==> config.mk <==
export PLATFORM = sky130hd
export DESIGN_NAME = mmio_timer_gpio
export DESIGN_NICKNAME = d
export VERILOG_FILES = /design/src/rtl/mmio_timer_gpio.sv
export SDC_FILE = /design/constraint.sdc
export NUM_CORES = 1
export LEC_CHECK = 0
export CORE_MARGIN = 2
export CORE_UTILIZATION = 40
export DETAILED_ROUTE_END_ITERATION = 8
export PLACE_DENSITY = 0.68
export SLEW_MARGIN = 25
export SYNTH_ARGS = -nofsm -noshare
export SYNTH_HDL_FRONTEND = slang
export SYNTH_SLANG_ARGS = --single-unit
==> constraint.sdc <==
create_clock -name clk -period 3.3 [get_ports clk]
set_input_delay 0.33 -clock clk [delete_from_list [all_inputs] [get_ports clk]]
set_output_delay 0.33 -clock clk [all_outputs]
set_load 0.02 [all_outputs]
==> src/rtl/mmio_timer_gpio.sv <==
// MMIO responder on the core's data-memory bus: LED register, compare timer
// with interrupt flag, and a free-running cycle counter in a 32-byte window.
module mmio_timer_gpio #(
    parameter logic [31:0] BASE_ADDR = 32'h0000_1000,
    parameter int unsigned LED_W     = 18
) (
    input  logic             clk,
    input  logic             rst,
    input  logic [31:0]      addr,
    input  logic [31:0]      dataW,
    input  logic             MemRW,
    output logic [31:0]      dataR,
    output logic             hit,
    output logic [LED_W-1:0] LED_out,
    output logic             irq
);

    // Bus semantics: there is no handshake. A store commits on the rising edge
    // where hit & MemRW is high; a load is a pure combinational read of the
    // selected register in the same cycle and never alters state.
    localparam logic [2:0] REG_LED    = 3'd0;
    localparam logic [2:0] REG_CTRL   = 3'd1;
    localparam logic [2:0] REG_CMP    = 3'd2;
    localparam logic [2:0] REG_CNT    = 3'd3;
    localparam logic [2:0] REG_STATUS = 3'd4;
    localparam logic [2:0] REG_CYCLE  = 3'd5;

    logic [LED_W-1:0] led_q;
    logic [2:0]       ctrl_q;
    logic [31:0]      cmp_q;
    logic [31:0]      cnt_q;
    logic [31:0]      cycle_q;
    logic             match_q;
    logic             irq_q;

    logic [2:0]       reg_sel;
    logic             wr_en;
    logic             cnt_match;
    logic [2:0]       ctrl_d;
    logic [31:0]      cnt_d;
    logic             match_d;
    logic             unused_addr_lsbs;

    assign hit              = (addr[31:5] == BASE_ADDR[31:5]);
    assign reg_sel          = addr[4:2];
    assign wr_en            = hit & MemRW;
    assign unused_addr_lsbs = ^addr[1:0];

    // Compare uses pre-edge CNT/CMP, so a CMP store only matters next cycle.
    assign cnt_match = ctrl_q[0] && (cnt_q == cmp_q);

    always_comb begin
        ctrl_d = ctrl_q;
        if (wr_en && reg_sel == REG_CTRL) begin
            ctrl_d = dataW[2:0];
        end
    end

    // A CPU store to CNT beats both reload and increment.
    always_comb begin
        cnt_d = cnt_q;
        if (wr_en && reg_sel == REG_CNT) begin
            cnt_d = dataW;
        end else if (cnt_match) begin
            cnt_d = ctrl_q[1] ? 32'd0 : cnt_q + 32'd1;
        end else if (ctrl_q[0]) begin
            cnt_d = cnt_q + 32'd1;
        end
    end

    // A timer match is checked first so it wins over a same-cycle W1C clear.
    always_comb begin
        match_d = match_q;
        if (cnt_match) begin
            match_d = 1'b1;
        end else if (wr_en && reg_sel == REG_STATUS && dataW[0]) begin
            match_d = 1'b0;
        end
    end

    always_ff @(posedge clk or posedge rst) begin
        if (rst) begin
            led_q   <= '0;
            ctrl_q  <= '0;
            cmp_q   <= '0;
            cnt_q   <= '0;
            cycle_q <= '0;
            match_q <= 1'b0;
            irq_q   <= 1'b0;
        end else begin
            if (wr_en && reg_sel == REG_LED) begin
                led_q <= dataW[LED_W-1:0];
            end
            if (wr_en && reg_sel == REG_CMP) begin
                cmp_q <= dataW;
            end
            ctrl_q  <= ctrl_d;
            cnt_q   <= cnt_d;
            match_q <= match_d;
            cycle_q <= cycle_q + 32'd1;
            irq_q   <= match_d & ctrl_d[2];
        end
    end

    always_comb begin
        dataR = 32'd0;
        if (hit) begin
            case (reg_sel)
                REG_LED:    dataR = 32'(led_q);
                REG_CTRL:   dataR = {29'd0, ctrl_q};
                REG_CMP:    dataR = cmp_q;
                REG_CNT:    dataR = cnt_q;
                REG_STATUS: dataR = {31'd0, match_q};
                REG_CYCLE:  dataR = cycle_q;
                default:    dataR = 32'd0;
            endcase
        end
    end

    assign LED_out = led_q;
    assign irq     = irq_q;

endmodule

==> results of run 1 <==
## worst paths after layout
| kind | cells past startpoint | from | slack [ns] | end |
|---|---|---|---|---|
| min reg2reg | 1 | cycle_q[31]$_DFF_PP0_ | 0.48 | cycle_q[31]$_DFF_PP0_ |
| max in group asynchronous | 3 | rst | 2.31 | LED_out[12]$_DFFE_PP0P_ |
| min | 3 | rst | 0.41 | cmp_q[25]$_DFFE_PP0P_ |
| max reg2reg | 7 | cnt_q[21]$_DFFE_PP0P_ | 0.62 | cnt_q[11]$_DFFE_PP0P_ |
| max | 8 | addr[6] | 0.23 | dataR[6] |
| min in group clk | 3 | dataW[18] | 0.47 | cnt_q[18]$_DFFE_PP0P_ |
## synthesized netlist by cell type (6+ instances only)
cell and count:
xnor2_1 25, buf_2 11, and2_1 8, inv_1 13, nand4_1 18, nand2_1 63, o21ai_0 29, a22o_1 7
a22oi_1 27, mux2_2 73, nand2b_1 8, a21oi_1 19, nor4_1 30, dfrtp_1 119, and4_1 6, clkbuf_1 35
xor2_1 34, nand3_1 62, nor2_1 60, and3_1 36, nor3_1 9, a222oi_1 7
## per-stage QoR
stage          area [um2]  utilization  setup slack [ns]  instances
2_1_floorplan        7051            -             1.100        745
3_3_place_gp         8477       0.4918            0.1863       1058
3_5_place_dp         8477       0.4918            0.1456       1058
4_1_cts              9062       0.5258           0.06991       1090
5_1_grt              9065       0.5259           0.06412       1090
6_report             9065       0.5259            0.2320       1090
## logic make-up (layout without fill, tap and decap cells)
kind of cell	after synthesis	in the layout	share of synthesized area
flip-flops	119	119	0.4226
multiplexers	76	76	0.1245
AO/OA/AOI/OAI	109	109	0.1046
AND/OR/NAND/NOR	314	314	0.2296
XOR/XNOR	59	59	0.07333
adder cells (fa/ha/maj)	2	2	0.003551
buffers and inverters	66	186	0.04190
## critical path: stages
cell	delay [ns]
clkdlybuf4s50_1	0.39
nor4b_1	0.27
and4_1	0.32
and2_1	0.21
nand2_2	0.20
buf_4	0.25
nor2_1	0.12
clkdlybuf4s50_1	0.63
## power by group through the flow
stage	sequential, mW	combinational [mW]	clock, mW
floorplan	1.49	0.0642	0
global placement	1.49	0.190	0
detailed placement	1.49	0.190	0
CTS	1.46	0.192	1.86
global route	1.46	0.206	1.94
finish	1.46	0.191	1.84
## flip-flops by register name, indices dropped and copies added, names as in the netlist
register,flops
cmp_q,32
cnt_q,32
cycle_q,32
LED_out,18
ctrl_q,3
irq,1
match_q,1
## routing by layer
layer | global-route usage | wire length (um)
met1 | 0.3267 | 9385
met4 | 0.08333 | 552
met3 | 0.05481 | 1215
met2 | 0.3547 | 9789
met5 | 0 | 0
## timing repair
item	4_1_cts	5_1_grt
hold buffers	0	0
setup endpoints to repair	0	26
gates resized for setup	0	1
buffers inserted	0	0
## layout make-up
| type | instances | share of cell area |
|---|---|---|
| clock buffers | 23 | 0.05383 |
| clock inverters | 9 | 0.01077 |
| inverters | 13 | 0.005797 |
| multi-input cells | 560 | 0.4171 |
| flip-flops and latches | 119 | 0.3285 |
| well taps | 225 | 0.03106 |
| repair buffers | 141 | 0.1529 |
==> flow_summary.ini, run 1 <==
[worst_setup_path]
start_kind = input pin
cp-end-kind = output port
crit_fanout = 14
worstPathRequired_ns = 2.97
critPathKind = in2out
cp.arrival_ns = 2.74

[clock_tree]
h-tree-depth = 4
cts_tree = yes
clk_latency_ns = 0.43
cts_buffer_depth = 2
clk_pin_slew_worst_paths_ns = 0.05
clockRootBuffer = clkbuf_16
cts_buffers = 17
cts.sinks = 119

[synth]
yosys-top-cells-area = dfrtp_1 (42%), mux2_2 (12%), nand3_1 (4.4%)
yosysSeqAreaShare = 0.4226
syn_inst = 745
async_flop_share = 1.000
yosysTopAreaCell = dfrtp_1
synth_area_um2 = 7047
synth_edf_count = 0
yosys_register_bits = 119
ys_types = 49
netlist.area_leader.share = 0.4226
ys_warn_count = 0
ys_dominant_reg_cell = dfrtp_1
synth.avg_cell_area_um2 = 9.459
syn_nets = 814

[die]
rows = 48
io_pins = 119
start_util = 0.4088
coreArea_um2 = 17240
die_x_um = 136.7
die_y_um = 136.7
dieArea_um2 = 18700

[final_layout]
final_common_cell = dfrtp_1
multi_input_area_um2 = 3781
nets = 921
diodes = 0
area_delta_synth_final_pct = 28.64
regArea_um2 = 2978
layout_common_cells = dfrtp_1 (119), clkdlybuf4s50_1 (116), mux2_2 (73), nand3_1 (62), nand2_1 (62)
fill_cells = 1572
drive_above_1_share = 0.1618

[pwr]
switching_share = 0.2157
clockPowerShare = 0.527
combPwrFrac = 0.055
power_frac_seq = 0.419
pwr_density_cell_nw_per_um2 = 384.8
internal-power_mw = 2.736
max-vdd-ir-drop_uv = 342.7
leakagePower_nw = 4.114
finalPower_mw = 3.489
p_sw_mw = 0.7523

[timing]
max_freq_ghz = 0.3259
drv_slew = 0
period_needed_ns = 3.068
hold_viol_final = 0
period_share = 0.9297
slew_headroom = 0.5312
setup_tns_ns = 0
whs_ns = 0.4089
fin_skew_ns = 0.009128
grt_setup_unrepaired = no
setup_viol = 0
worstMarginPinSlew_ns = 0.7032

[min_path]
min_path_type = in2async

[detailed_routing]
vias_per_cell = 5.696
num_vias = 6209
drt-total-wl_um = 20940
wl_per_cell_um = 19.21
firstDrtPassIters = 7
drt_iter0_markers = 605
drc = 0
antenna_left = 0

[global_routing]
grt_max_degree = 120
antenna_found_initial = 0
grt.total_usage = 0.2340
grt_pass1_vias = 5924
grt_pass1_wl_um = 33110
grt_overflow_total = 0

[placed_design]
dp_hpwl_um = 14560
globalplace.congestion = 0.8138
portBuffers = 116

[run_status]
outcome = complete, no violations

[job]
cap_violations = 0
Power figures use the tool's default switching activity.
==> inputs of run 2 (changes only) <==
--- a/config.mk
+++ b/config.mk
@@ -9,7 +9,8 @@
 export CORE_UTILIZATION = 40
 export DETAILED_ROUTE_END_ITERATION = 8
 export PLACE_DENSITY = 0.68
-export SLEW_MARGIN = 25
+export SLEW_MARGIN = 20
 export SYNTH_ARGS = -nofsm -noshare
 export SYNTH_HDL_FRONTEND = slang
 export SYNTH_SLANG_ARGS = --single-unit
+export TNS_END_PERCENT = 1
==> results of run 2 <==
The final DEF is identical to that of run 1; final timing and power are the same.
==> inputs of run 3 (changes only) <==
--- a/config.mk
+++ b/config.mk
@@ -8,6 +8,7 @@
 export CORE_MARGIN = 2
 export CORE_UTILIZATION = 40
 export DETAILED_ROUTE_END_ITERATION = 8
+export GPL_TIMING_DRIVEN = 1
 export PLACE_DENSITY = 0.68
 export SLEW_MARGIN = 20
 export SYNTH_ARGS = -nofsm -noshare
==> results of run 3 <==
The final DEF is identical to that of run 1; final timing and power are the same.
